==> src/rtl/trap_ctrl_pkg.sv <==
// ---------------------------------------------------------------------------
// trap_ctrl_pkg
// Shared definitions for the trap controller: CSR addresses, mstatus
// field positions, FSM state encoding and mstatus update helpers.
// Revision: 1.0
// ---------------------------------------------------------------------------
`default_nettype none

package trap_ctrl_pkg;

  // Machine-mode CSR addresses
  localparam logic [11:0] CSR_MSTATUS = 12'h300;
  localparam logic [11:0] CSR_MTVEC   = 12'h305;
  localparam logic [11:0] CSR_MEPC    = 12'h341;
  localparam logic [11:0] CSR_MCAUSE  = 12'h342;

  // mstatus bit positions
  localparam int MSTATUS_MIE    = 3;
  localparam int MSTATUS_MPIE   = 7;
  localparam int MSTATUS_MPP_LO = 11;
  localparam int MSTATUS_MPP_HI = 12;

  // Trap / return sequencer states
  typedef enum logic [2:0] {
    ST_IDLE    = 3'd0,
    ST_MEPC    = 3'd1,
    ST_MCAUSE  = 3'd2,
    ST_MSTAT_T = 3'd3,
    ST_MSTAT_R = 3'd4,
    ST_REDIR   = 3'd5
  } state_t;

  // mstatus on trap entry: stash MIE in MPIE, disable interrupts, MPP=M
  function automatic logic [31:0] trap_mstatus(input logic [31:0] m);
    logic [31:0] r;
    r = m;
    r[MSTATUS_MPIE] = m[MSTATUS_MIE];
    r[MSTATUS_MIE]  = 1'b0;
    r[MSTATUS_MPP_HI:MSTATUS_MPP_LO] = 2'b11;
    return r;
  endfunction

  // mstatus on MRET: restore MIE from MPIE, set MPIE, MPP=M
  function automatic logic [31:0] mret_mstatus(input logic [31:0] m);
    logic [31:0] r;
    r = m;
    r[MSTATUS_MIE]  = m[MSTATUS_MPIE];
    r[MSTATUS_MPIE] = 1'b1;
    r[MSTATUS_MPP_HI:MSTATUS_MPP_LO] = 2'b11;
    return r;
  endfunction

endpackage

`default_nettype wire

==> src/rtl/trap_ctrl.sv <==
// ---------------------------------------------------------------------------
// trap_ctrl
// Sequences ECALL/EBREAK trap entry and MRET return: writes mepc, mcause
// and mstatus one per cycle over a shared CSR write port, then redirects
// the front end. Instruction CSR writes are only granted while idle.
// Revision: 1.0
// ---------------------------------------------------------------------------
`default_nettype none

module trap_ctrl
  import trap_ctrl_pkg::*;
#(
  parameter logic [31:0] ECALL_CAUSE  = 32'd11,
  parameter logic [31:0] EBREAK_CAUSE = 32'd3
) (
  input  logic        clk_i,
  input  logic        rst_i,
  input  logic        valid_i,
  input  logic        is_ecall_i,
  input  logic        is_ebreak_i,
  input  logic        is_mret_i,
  input  logic [31:0] pc_i,
  input  logic [31:0] mtvec_i,
  input  logic [31:0] mepc_i,
  input  logic [31:0] mstatus_i,
  input  logic        csr_wr_req_i,
  input  logic [11:0] csr_wr_addr_i,
  input  logic [31:0] csr_wr_data_i,
  output logic        csr_wr_gnt_o,
  output logic        csr_we_o,
  output logic [11:0] csr_waddr_o,
  output logic [31:0] csr_wdata_o,
  output logic        stall_o,
  output logic        flush_o,
  output logic        redirect_valid_o,
  output logic [31:0] redirect_pc_o,
  output logic        busy_o,
  output logic [15:0] trap_cnt_o
);

  state_t      state;
  state_t      state_nxt;
  logic [31:0] cap_pc;
  logic [31:0] cap_cause;
  logic        cap_is_trap;
  logic [15:0] trap_cnt;

  logic        idle;
  logic        take_trap;
  logic        take_mret;
  logic        fsm_we;
  logic [11:0] fsm_addr;
  logic [31:0] fsm_data;
  logic        redir;

  // mtvec mode bits are discarded: the handler is always direct-mode
  logic        unused_mtvec_mode;
  assign unused_mtvec_mode = ^mtvec_i[1:0];

  // Decode-stage requests are only looked at while idle; ECALL/EBREAK win over MRET
  assign idle      = (state == ST_IDLE);
  assign take_trap = idle & valid_i & (is_ecall_i | is_ebreak_i);
  assign take_mret = idle & valid_i & is_mret_i & ~is_ecall_i & ~is_ebreak_i;

  // State register
  always_ff @(posedge clk_i) begin
    if (rst_i) begin
      state <= ST_IDLE;
    end else begin
      state <= state_nxt;
    end
  end

  // Capture the faulting PC, cause and sequence kind at detection
  always_ff @(posedge clk_i) begin
    if (rst_i) begin
      cap_pc      <= 32'd0;
      cap_cause   <= 32'd0;
      cap_is_trap <= 1'b0;
    end else if (take_trap) begin
      cap_pc      <= pc_i;
      cap_cause   <= is_ecall_i ? ECALL_CAUSE : EBREAK_CAUSE;
      cap_is_trap <= 1'b1;
    end else if (take_mret) begin
      cap_is_trap <= 1'b0;
    end
  end

  // Saturating count of traps taken (MRET is not counted)
  always_ff @(posedge clk_i) begin
    if (rst_i) begin
      trap_cnt <= 16'd0;
    end else if (take_trap && (trap_cnt != 16'hFFFF)) begin
      trap_cnt <= trap_cnt + 16'd1;
    end
  end

  // Next-state logic and the FSM's own CSR write / redirect requests
  always_comb begin
    state_nxt = state;
    fsm_we    = 1'b0;
    fsm_addr  = 12'd0;
    fsm_data  = 32'd0;
    redir     = 1'b0;
    unique case (state)
      ST_IDLE: begin
        if (take_trap) begin
          state_nxt = ST_MEPC;
        end else if (take_mret) begin
          state_nxt = ST_MSTAT_R;
        end
      end
      ST_MEPC: begin
        fsm_we    = 1'b1;
        fsm_addr  = CSR_MEPC;
        fsm_data  = cap_pc;
        state_nxt = ST_MCAUSE;
      end
      ST_MCAUSE: begin
        fsm_we    = 1'b1;
        fsm_addr  = CSR_MCAUSE;
        fsm_data  = cap_cause;
        state_nxt = ST_MSTAT_T;
      end
      ST_MSTAT_T: begin
        fsm_we    = 1'b1;
        fsm_addr  = CSR_MSTATUS;
        fsm_data  = trap_mstatus(mstatus_i);
        state_nxt = ST_REDIR;
      end
      ST_MSTAT_R: begin
        fsm_we    = 1'b1;
        fsm_addr  = CSR_MSTATUS;
        fsm_data  = mret_mstatus(mstatus_i);
        state_nxt = ST_REDIR;
      end
      ST_REDIR: begin
        redir     = 1'b1;
        state_nxt = ST_IDLE;
      end
      default: begin
        state_nxt = ST_IDLE;
      end
    endcase
  end

  // Write-port arbitration. FSM writes and the redirect are masked while
  // reset is high so an abandoned sequence never commits a partial update.
  always_comb begin
    csr_wr_gnt_o = csr_wr_req_i & idle;
    csr_we_o     = 1'b0;
    csr_waddr_o  = 12'd0;
    csr_wdata_o  = 32'd0;
    if (csr_wr_gnt_o) begin
      csr_we_o    = 1'b1;
      csr_waddr_o = csr_wr_addr_i;
      csr_wdata_o = csr_wr_data_i;
    end else if (fsm_we && !rst_i) begin
      csr_we_o    = 1'b1;
      csr_waddr_o = fsm_addr;
      csr_wdata_o = fsm_data;
    end
  end

  // Pipeline control and redirect target
  always_comb begin
    busy_o           = !idle;
    stall_o          = !idle || take_trap || take_mret;
    redirect_valid_o = redir && !rst_i;
    flush_o          = redirect_valid_o;
    redirect_pc_o    = 32'd0;
    if (redirect_valid_o) begin
      redirect_pc_o = cap_is_trap ? {mtvec_i[31:2], 2'b00} : mepc_i;
    end
  end

  assign trap_cnt_o = trap_cnt;

endmodule

`default_nettype wire

==> config.mk <==
export PLATFORM = sky130hd
export DESIGN_NAME = trap_ctrl
export DESIGN_NICKNAME = d
export VERILOG_FILES = /design/src/rtl/trap_ctrl_pkg.sv /design/src/rtl/trap_ctrl.sv
export SDC_FILE = /design/constraint.sdc
export NUM_CORES = 1
export LEC_CHECK = 0
export CORE_ASPECT_RATIO = 0.9
export CORE_UTILIZATION = 30
export CTS_CLUSTER_DIAMETER = 60
export CTS_CLUSTER_SIZE = 28
export DETAILED_ROUTE_END_ITERATION = 12
export PLACE_DENSITY = 0.77
export SLEW_MARGIN = 10
export SYNTH_ARGS = -nofsm -noshare
export SYNTH_HDL_FRONTEND = slang
export SYNTH_SLANG_ARGS = --single-unit
==> constraint.sdc <==
create_clock -name clk_i -period 1.67 [get_ports clk_i]
set_input_delay 0.167 -clock clk_i [delete_from_list [all_inputs] [get_ports clk_i]]
set_output_delay 0.167 -clock clk_i [all_outputs]
set_load 0.01 [all_outputs]
# [Word level (Yosys, flattened, before mapping)]
# Index checks and enable logic that the tools add are counted.
[op_classes] addsub=1 n_eq_ne=7 n_mux=18 n_bitwise=9 n_reduce_logical=11
[ops] op="$mux 32" n=4
[ops] op="$pmux 32 s4" n=1
[ops] op="$pmux 10 s3" n=1
[ops] op="$mux 12" n=2
[ops] op="$add 16x1->16 const B" n=1
[ops] op="$ne 16x16->1 const B" n=1
[ops] op="$pmux 3 s4" n=1
[ops] op="$and 1x1->1" n=6
[ops] op="$eq 3x2->1 const B" n=2
[ops] op="$eq 3x3->1 const B" n=2
[ops] op="$mux 1" n=6
[ops] op="$mux 3" n=2
[ops] op="$mux 4" n=1
[ops] op="$reduce_or 4->1" n=1
[ops] op="$eq 3x1->1 const B" n=1
[ops] op="$logic_and 1x1->1" n=3
[ops] op="$logic_not 3->1" n=1
[ops] op="$ne 3x1->1 const B" n=1
[ops] op="$logic_not 1->1" n=2
[ops] op="$logic_or 1x1->1" n=2
[ops] op="$not 1->1" n=2
[ops] op="$reduce_bool 2->1" n=1
[ops] op="$reduce_or 2->1" n=1
[ops] op="$or 1x1->1" n=1
[word_totals] ff_bits=84 in_bits=179 output_inout_bits=98 wordCells=51

# [Depth between registers and ports, before layout]
[logic_depth] depth_word=8 mapped_depth=7 depth_no_buf=5

# [Worst setup path before layout]
# OpenSTA, ideal clock, no wires.
[synth_path] path_kind="reg2out" start="reg state[0]" end="out csr_wdata_o[10]" t_arrival_ns=1.541 required_time_ns=1.503 path_slack_ns=-0.038 path_stages_with_launch=8 path_buffers=3 cell_sequence="dfxtp_1 buf_6 nor3_4 and2_1 buf_2 buf_2 a22oi_1 o21ai_0"
[synth_via] elab_chain_cells=6 elab_cells_between_ends=12 cone_classes="4 x eq/ne; 4 x mux; 1 x bitwise; 3 x reduce/logical"
[synth_rtl] element="from (decl)" line_no="trap_ctrl.sv:41" text="state_t state;"
[synth_rtl] element="from (signal assigned)" line_no="trap_ctrl.sv:70" text="state <= state_nxt;"
[synth_rtl] element="$eq 3x3->1 (tied with other cells)" line_no="trap_ctrl.sv:105" text="unique case (state)"
[synth_rtl] element="$reduce_or 4->1 (no source line)"
[synth_rtl] element="$mux 1" line_no="trap_ctrl.sv:105"
[synth_rtl] element="$logic_and 1x1->1" line_no="trap_ctrl.sv:158" text="end else if (fsm_we && !rst_i) begin"
[synth_rtl] element="$mux 32" line_no="trap_ctrl.sv:158"
[synth_rtl] element="$mux 32 *" line_no="trap_ctrl.sv:154" text="if (csr_wr_gnt_o) begin"
[synth_rtl] element="to (decl)" line_no="trap_ctrl.sv:32" text="output logic [31:0] csr_wdata_o,"
# Mark *: on every way between the ends. The rest lies on a longest branch, timed or not.

# [Final worst setup path]
[layout_path] start="reg state[0]" end="out csr_wdata_o[4]"
# The elaborated chain is that of the path after synthesis.

==> results.py <==
metrics = {
    "worst_setup_path": {
        "worst-path-max-fanout": 5,
        "end_kind": "primary output",
        "path_class": "reg -> out",
        "required_ns": 1.50,
        "startpoint_type": "flop",
        "worstPathArrival_ns": 1.85,
    },
    "logic_synthesis": {
        "synth_compound_gate_area_share_pct": 22.0,
        "synthesis.area_mm2": 0.00348,
        "synthDistinctLibCells": 45,
        "post_synth_fa_ha_maj_area_fraction_pct": 0.360,
        "yosys_warnings": 0,
        "synth.avg_cell_area_um2": 7.32,
        "synth_top_family_by_area": "simple AND/OR/NAND/NOR gates",
        "post_synthesis_simple_gate_area_fraction_pct": 26.0,
        "area_share_of_xor_xnor_cells_in_the_synthesized_design_pct": 0,
        "synth_top_cells_by_area": "sky130_fd_sc_hd__dfxtp_1 31%, sky130_fd_sc_hd__mux2i_1 8.9%, sky130_fd_sc_hd__nand2_1 8.0%, sky130_fd_sc_hd__a21oi_1 6.5%, sky130_fd_sc_hd__a22oi_1 6.0%",
        "netlist.top_cell.by_area": "sky130_fd_sc_hd__dfxtp_1",
        "synthMuxAreaShare_pct": 12.5,
        "synth.top_cell.area_share_pct": 31.1,
        "yosysSeqAreaShare_pct": 31.1,
        "synth-edff-count": 0,
        "dominantRegCellSynth": "sky130_fd_sc_hd__dfxtp_1",
        "synth-seq-cells": 54,
        "synth_cells": 475,
        "synthArstFlopShare_pct": 0,
        "syn_nets": 655,
    },
    "power": {
        "p_per_area_mw_per_mm2": 1020,
        "worst_ir_drop_vdd_mv": 0.778,
        "leakagePower_nw": 3.37,
    },
    "finish": {
        "most-common-layout-cells": "189 x sky130_fd_sc_hd__clkdlybuf4s50_1, 53 x sky130_fd_sc_hd__buf_4, 50 x sky130_fd_sc_hd__dfxtp_1",
        "layout.filler_cells": 725,
        "finish.instance_area_mm2": 0.00834,
        "mostFrequentLayoutCell": "sky130_fd_sc_hd__clkdlybuf4s50_1",
        "antenna-diode-count": 0,
        "proportion_of_layout_cells_with_a_drive_suffix_above_1_pct": 41.3,
        "fin_nets": 1000,
        "area_added_between_synthesis_and_finish_pct": 140,
        "layoutNonFillerInstCount": 973,
    },
    "cts": {
        "clock_path_buffers": 2,
        "cts_htree_levels": 2,
        "clock-sinks": 54,
        "worstSkewPairLatency_ns": 0.29,
        "clock-root-buffer": "sky130_fd_sc_hd__clkbuf_16",
        "cts_hold_repair.buffers": 0,
        "cts-buffers-inserted": 5,
        "clock_tree_from_tritoncts": "yes",
        "clk_transition_reported_paths_ns": 0.07,
    },
    "sta": {
        "worst_clock_skew_ns": 0.00710,
        "setup-tns-final_ns": -24.15,
        "grt_setup_unrepaired": "yes",
        "finalSetupViolations": 134,
        "worst_slew_pin_slew_ns": 0.852,
        "final.hold.worst_slack_ns": 0.394,
        "fin_hold_viols": 0,
        "timing.max_slew.rel_slack_pct": 43.2,
        "layout_min_cycle_time_ns": 2.02,
        "worst_slack_ns": -0.349,
        "maxSlewViolCount": 0,
        "achievable-frequency_mhz": 495,
        "final.period_utilization_pct": 121,
    },
    "floorplan": {
        "effective_utilization_at_floorplan_pct": 31.5,
        "total_die_area_mm2": 0.0120,
        "floorplan.die.width_um": 115,
        "placeableCoreArea_mm2": 0.0110,
        "die-height_um": 104,
        "placement_rows": 36,
        "io_pins": 277,
    },
    "placed_design": {
        "buffer_ports.inserted": 272,
        "gp_congestion": 0.887,
        "placed_cells": 914,
        "dpl-instance-area_mm2": 0.00672,
        "dpl.hpwl_mm": 11.6,
    },
    "global_route": {
        "grt_overflow_total": 0,
        "initial_antenna_violation_count": 0,
        "first_global_vias": 5078,
        "grt_util_all_layers_pct": 27.8,
        "pin_count_of_the_biggest_net_entering_global_routing": 62,
        "grt_pass1_wl_mm": 25.9,
    },
    "flow_run": {
        "maxCapViolCount": 0,
    },
    "routing": {
        "totalWireLength_mm": 18.8,
        "num_vias": 5057,
        "routed.top_layer": "met4",
        "viasPerCell": 5.20,
        "detailedRoute.firstPassIterationCount": 4,
        "wl_met3_mm": 1.50,
        "detail_route.drc_violations": 0,
        "route.detailed.wl_per_inst_um": 19.3,
        "detail-route-antenna-nets": 0,
        "wl_met1_mm": 6.73,
        "drt_iter0_drc": 288,
        "wl_met2_mm": 9.72,
    },
    "hold_path": {
        "worst_hold_check_path_type": "in -> reg",
    },
    "status": {
        "status": "finished, violations left",
        "violations_in_the_final_reports": "setup timing",
    },
}
cells in the mapped netlist (all sizes together), types with 11 or more instances:
| cell type | instances |
|---|---|
| nand2 | 74 |
| dfxtp | 54 |
| nor2 | 47 |
| a21oi | 45 |
| inv | 31 |
| mux2i | 31 |
| a22oi | 28 |
| o21ai | 28 |
| clkbuf | 21 |
| buf | 16 |
| nor2b | 12 |
| mux2 | 11 |
routing by layer:
| layer | global-route usage [%] | vias to the layer above |
|---|---|---|
| met3 | 6.18 | 54 |
| li1 | - | 2359 |
| met4 | 14.3 | 0 |
| met2 | 51.9 | 258 |
| met1 | 28.5 | 2386 |
| met5 | 0 | - |
kinds of logic after synthesis:
group                      count (synthesis)
and+or+nand+nor                          186
AOI/OAI and AO/OA                        124
buffers and inverters                     68
DFF                                       54
muxes                                     42
adders and majority gates                  1
stage by stage:
stage / utilization, % / total power, mW / worst slack [ns]
6_report: 75.6 / 8.53 / -0.349
5_1_grt: 75.6 / 8.90 / -0.446
4_1_cts: 67.8 / 7.28 / -0.318
3_5_place_dp: 60.9 / 5.20 / -0.406
3_3_place_gp: 60.9 / 5.13 / -0.354
2_1_floorplan: - / 3.23 / -0.00901
critical path: stages (launching register included):
cell                      delay (ns)
sky130_fd_sc_hd__dfxtp_4        0.38
sky130_fd_sc_hd__buf_6          0.12
sky130_fd_sc_hd__nor3_4         0.04
sky130_fd_sc_hd__and2_4         0.20
sky130_fd_sc_hd__buf_12         0.15
sky130_fd_sc_hd__buf_16         0.14
sky130_fd_sc_hd__a22oi_1        0.26
sky130_fd_sc_hd__o21ai_1        0.12
sky130_fd_sc_hd__buf_2          0.15
sequential cells by signal, summed over array words and instances (netlist names):
register / count
cap_pc: 32
trap_cnt_o: 16
state: 3
cap_cause: 2
cap_is_trap: 1
layout make-up:
| cell class | instances | area, um^2 | area share, % |
|---|---|---|---|
| clock buffers | 6 | 139 | 1.66 |
| flip-flops and latches | 54 | 1090 | 13.1 |
| well taps | 152 | 190 | 2.28 |
| clock inverters | 2 | 12.5 | 0.150 |
| inverters | 31 | 116 | 1.39 |
| multi-input cells | 353 | 2940 | 35.2 |
| repair buffers | 375 | 3860 | 46.2 |
timing repair:
| item | CTS | global route |
|---|---|---|
| setup endpoints to repair | 120 | 134 |
| cloned | 10 | 7 |
| resized for setup | 396 | 171 |
| endpoints found under the hold margin | 0 | 0 |
| pin swaps | 14 | 90 |
| setup buffers | 24 | 14 |
power by group:
part	switching, mW	internal, mW
Combinational	2.49	3.27
Sequential	0.210	1.47
Clock	0.492	0.596
worst paths after layout:
kind,startpoint,to,slack [ns],cells after the start
max reg2reg,state[1],trap_cnt_o[15],-0.27,9
min reg2reg,cap_pc[17],cap_pc[17],0.48,2
min,rst_i,state[1],0.39,3
max,state[0],csr_wdata_o[4],-0.35,8
Power figures use the tool's default switching activity.
